===== config.mk =====
export PLATFORM = sky130hd
export DESIGN_NAME = xor_frame_acc
export DESIGN_NICKNAME = d
export VERILOG_FILES = /design/src/rtl/xor_frame_acc.sv
export SDC_FILE = /design/constraint.sdc
export NUM_CORES = 1
export LEC_CHECK = 0
export ABC_CLOCK_PERIOD_IN_PS = 4000
export CORE_ASPECT_RATIO = 0.8
export CORE_MARGIN = 3
export CORE_UTILIZATION = 40
export CTS_CLUSTER_SIZE = 10
export DETAILED_ROUTE_END_ITERATION = 8
export GPL_TIMING_DRIVEN = 1
export SETUP_SLACK_MARGIN = 0.15
export SYNTH_ARGS = -nofsm -noshare
export SYNTH_HDL_FRONTEND = slang
export SYNTH_SLANG_ARGS = --single-unit
export TNS_END_PERCENT = 10

===== constraint.sdc =====
create_clock -name clk -period 4 [get_ports clk]
set_clock_uncertainty 0.05 [all_clocks]
set_input_delay 0.8 -clock clk [delete_from_list [all_inputs] [get_ports clk]]
set_output_delay 0.8 -clock clk [all_outputs]
set_load 0.02 [all_outputs]

===== src/rtl/xor_frame_acc.sv =====
// xor_frame_acc
// Streaming XOR accumulator. It folds a frame of up to FRAME_LEN words of
// WIDTH bits into one XOR word, one parity bit, a word count and a
// short-frame flag. Input and output both use valid/ready handshakes.
//
// Ports
//   clk         rising-edge clock
//   rst_n       asynchronous reset, active low
//   in_valid    input word present
//   in_ready    block accepts an input word this cycle
//   in_data     input word [WIDTH-1:0]
//   in_last     closes the frame early (sampled only on accept)
//   out_valid   result present
//   out_ready   consumer takes the result
//   out_xor     XOR of all words in the frame [WIDTH-1:0]
//   out_parity  XOR-reduce of out_xor
//   out_count   number of words in the frame [CW-1:0]
//   out_short   frame closed by in_last before FRAME_LEN words
//
// Build option
//   XOR_FRAME_ACC_OVERLAP_EN: when defined, a word can be accepted in the
//   same cycle as the result handshake, so frames run back to back with no
//   bubble. When undefined, there is one idle cycle per frame.
//
// State  | meaning
// -------+-----------------------------------------------------------
// ACCUM  | collecting words, in_ready=1, out_valid=0
// HOLD   | result registered and presented, waiting for out_ready

module xor_frame_acc #(
   parameter int WIDTH     = 8,
   parameter int FRAME_LEN = 4,
   parameter int CW        = $clog2(FRAME_LEN + 1)
) (
   input  logic             clk,
   input  logic             rst_n,
   input  logic             in_valid,
   output logic             in_ready,
   input  logic [WIDTH-1:0] in_data,
   input  logic             in_last,
   output logic             out_valid,
   input  logic             out_ready,
   output logic [WIDTH-1:0] out_xor,
   output logic             out_parity,
   output logic [CW-1:0]    out_count,
   output logic             out_short
);

   typedef enum logic {
      ST_ACCUM = 1'b0,
      ST_HOLD  = 1'b1
   } state_t;

   state_t           r_state;
   logic [WIDTH-1:0] r_acc;
   logic [CW-1:0]    r_cnt;
   logic [WIDTH-1:0] r_out_xor;
   logic             r_out_parity;
   logic [CW-1:0]    r_out_count;
   logic             r_out_short;

   logic             w_accept;
   logic [WIDTH-1:0] w_acc_base;
   logic [WIDTH-1:0] w_acc_next;
   logic [CW-1:0]    w_cnt_base;
   logic [CW-1:0]    w_cnt_next;
   logic             w_close;
   logic             w_short;

`ifdef XOR_FRAME_ACC_OVERLAP_EN
   assign in_ready = (r_state == ST_ACCUM) || out_ready;
`else
   assign in_ready = (r_state == ST_ACCUM);
`endif

   assign out_valid  = (r_state == ST_HOLD);
   assign out_xor    = r_out_xor;
   assign out_parity = r_out_parity;
   assign out_count  = r_out_count;
   assign out_short  = r_out_short;

   assign w_accept = in_valid && in_ready;

   // A word accepted in HOLD (overlap only) begins a fresh frame, so it
   // folds into zero rather than into the held accumulator.
   assign w_acc_base = (r_state == ST_HOLD) ? '0 : r_acc;
   assign w_cnt_base = (r_state == ST_HOLD) ? '0 : r_cnt;
   assign w_acc_next = w_acc_base ^ in_data;
   assign w_cnt_next = w_cnt_base + CW'(1);
   assign w_close    = (w_cnt_next == CW'(FRAME_LEN)) || in_last;
   assign w_short    = in_last && (w_cnt_next < CW'(FRAME_LEN));

   always_ff @(posedge clk or negedge rst_n) begin
      if (!rst_n) begin
         r_state      <= ST_ACCUM;
         r_acc        <= '0;
         r_cnt        <= '0;
         r_out_xor    <= '0;
         r_out_parity <= 1'b0;
         r_out_count  <= '0;
         r_out_short  <= 1'b0;
      end else if (w_accept) begin
         r_acc <= w_acc_next;
         r_cnt <= w_cnt_next;
         if (w_close) begin
            r_out_xor    <= w_acc_next;
            r_out_parity <= ^w_acc_next;
            r_out_count  <= w_cnt_next;
            r_out_short  <= w_short;
            r_state      <= ST_HOLD;
         end else begin
            r_state <= ST_ACCUM;
         end
      end else if ((r_state == ST_HOLD) && out_ready) begin
         r_acc   <= '0;
         r_cnt   <= '0;
         r_state <= ST_ACCUM;
      end
   end

endmodule


==> impl_metrics.json <==
{
  "die_h_um": 58.2,
  "yosys_warnings": 0,
  "clkTransAtPathRegs_ps": 90,
  "start_util_pct": 42.9,
  "slew_violations": 0,
  "syn-cell-area_mm2": 0.00136,
  "synth_mux_area_share_pct": 1.56,
  "slew_headroom_pct": 25.1,
  "cp.required_ps": 3150,
  "synth_top_area_share_pct": 46.0,
  "antenna_found_initial": 0,
  "grt-ovfl-total": 0,
  "ant_nets": 0,
  "p_leak_uw": 0.000690,
  "cpPeakStageDelay_ps": 1010,
  "cts.sinks": 25,
  "ir_worst_vdd_mv": 0.252,
  "drt-initial-drc-count": 34,
  "critPathBufInv": 1,
  "die_area_mm2": 0.00414,
  "finalNonFillerCells": 209,
  "ys.flop_type": "dfrtp_1",
  "synth_commonest_cells": "dfrtp_1, xnor2_1, nand2_1",
  "cts_setup_buffers": 0,
  "dp.cells": 205,
  "root_buffer": "clkbuf_8",
  "yosysMostFrequentCell": "dfrtp_1",
  "area_growth_pct": 25.6,
  "layout.nets": 184,
  "p_per_area_mw_per_mm2": 684,
  "rsz0062_at_grt": "no",
  "dieWidth_um": 71.2,
  "reg2reg_slack_ps": 1650,
  "status": "complete, no violations",
  "synth_compound_area_share_pct": 13.2,
  "clk_path_buf_depth": 2,
  "finalInstanceArea_mm2": 0.00171,
  "worstSkewPairLatency_ps": 270,
  "hold_viol_final": 0,
  "dpl.hpwl_um": 1960,
  "ys_seq_area_share_pct": 46.0,
  "worst_pin_slew_ps": 1120,
  "num_io_pins": 28,
  "drc": 0,
  "crit_cells": 1,
  "cap_violations": 0,
  "period_minus_slack_ps": 2900,
  "coreArea_mm2": 0.00318,
  "layout-drive-gt1-share_pct": 4.73,
  "ys_ff_latch": 25,
  "placed_cell_area_mm2": 0.00166,
  "grt_pass1_vias": 950,
  "port_buffers": 27,
  "hold_class": "flop to flop",
  "crit_family": "flip-flops",
  "syn_inst": 144,
  "cts_inserted_buffers": 3,
  "synthArstFlopShare_pct": 100,
  "grt_pass1_wl_um": 4540,
  "synth-adder-area-share_pct": 0.919,
  "row_count": 18,
  "globalplace.congestion": 0.722,
  "syn_nets": 158,
  "drt_pre_antenna_iters": 4,
  "worstPathMaxFanout": 36,
  "cts_tree": "built",
  "synthXorXnorAreaFrac_pct": 19.9,
  "viasPerCell": 4.88,
  "setup_viol": 0,
  "synth-simple-area-share_pct": 15.7,
  "track_usage_pct": 14.0,
  "synth.area.top_cells": "dfrtp_1, xnor2_1, xor2_1, nor2b_1, nand2_1",
  "wl_per_cell_um": 12.8,
  "netlist-cell-type-count": 24,
  "crit_path_top_delay_cell": "dfrtp_1",
  "max_freq_mhz": 345,
  "p_total_uw": 1170,
  "criticalPathCategory": "flop to output pin",
  "start_kind": "flop",
  "end_kind": "output pin",
  "reg2reg_depth": 6,
  "critPathArrivalTime_ps": 2050,
  "grt_max_degree": 37,
  "synth_top_family_by_area": "XOR/XNOR gates",
  "htree_levels": 1,
  "synth_area_per_cell_um2": 9.45,
  "holdPathStages": 1,
  "fin_crit_sh_pct": 72.5,
  "synth-edff-count": 0,
  "drt-total-wl_um": 2670,
  "via_count": 1020,
  "yosys.area.top_type": "dfrtp_1",
  "crit_chain": "clkdlybuf4s50_1",
  "cts-resized-gates": 0,
  "ctsHoldBuffers": 0,
  "worst_hold_slack_ps": 443,
  "nFillCells": 297,
  "final.setup.tns_ps": 0,
  "antenna_cells": 0
}
power breakdown:
group / switching [µW] / leakage, µW / internal, µW / total (µW)
clock: 84.2 / 0.0000217 / 70.7 / 155
sequential: 98.5 / 0.000297 / 352 / 450
combinational: 261 / 0.000371 / 303 / 564
total: 444 / 0.000690 / 725 / 1170
cell usage in the layout, fill, tap and decap left out, types with 2 or more instances in the layout:
master           count
xor2_1              10
nor2_1              11
nor2b_1             12
clkdlybuf4s50_1     27
nand2_1             19
o21ai_0              4
o22ai_1             10
clkbuf_8             3
inv_1                2
dfrtp_1             25
xnor2_1             21
a21oi_1             11
worst register-to-register path: cells and delay by family (launching register included):
| kind | cells | cell delay (ps) |
|---|---|---|
| compound gates | 2 | 240 |
| buf+inv | 1 | 240 |
| mux | 1 | 350 |
| flops | 1 | 760 |
| fa+ha+maj | 1 | 210 |
| simple gates | 1 | 380 |
path summary, 6_finish.rpt:
path,from,end
min in group asynchronous,rst_n,out_count[0]
hold / removal,out_count[2],out_count[2]
max in group asynchronous,rst_n,out_xor[3]
setup / recovery,out_valid,out_valid
setup reg to reg,out_valid,out_count[1]
hold reg to reg,out_count[2],out_count[2]
layout make-up:
type | instances | area, µm² | area share (%)
tap | 40 | 50.0 | 2.93
sequential | 25 | 626 | 36.6
inverter | 2 | 7.51 | 0.439
timing repair buffer | 28 | 278 | 16.3
clock inverter | 1 | 7.51 | 0.439
multi-input combinational | 110 | 699 | 40.9
clock buffer | 3 | 41.3 | 2.42
sequential cells by signal, indices dropped and copies added, names as in the netlist:
signal and count:
out_xor 8, r_acc 8, out_count 3, r_cnt 3, out_parity 1, out_short 1, out_valid 1
stage by stage:
step,util (%),setup slack [ps]
5_1_grt,53.8,939
6_report,53.8,1100
4_1_cts,53.8,1060
3_3_place_gp,52.3,1160
2_1_floorplan,-,2060
3_5_place_dp,52.3,1110
routing by layer:
layer / vias up / part of all wire, % / routed length (µm) / GRT usage (%)
li1: 525 / - / - / -
met1: 466 / 54 / 1450 / 21.8
met2: 24 / 40 / 1070 / 19.4
met3: 5 / 5.1 / 135 / 4.16
met4: 0 / 0.64 / 17 / 2.41
met5: - / 0 / 0 / 0
cells by family after synthesis:
kind of cell | count (synthesis)
xor+xnor | 31
flops | 25
fa+ha+maj | 1
compound gates | 30
mux | 2
buf+inv | 9
simple gates | 46
No activity file was read; power rests on OpenSTA's default activity.
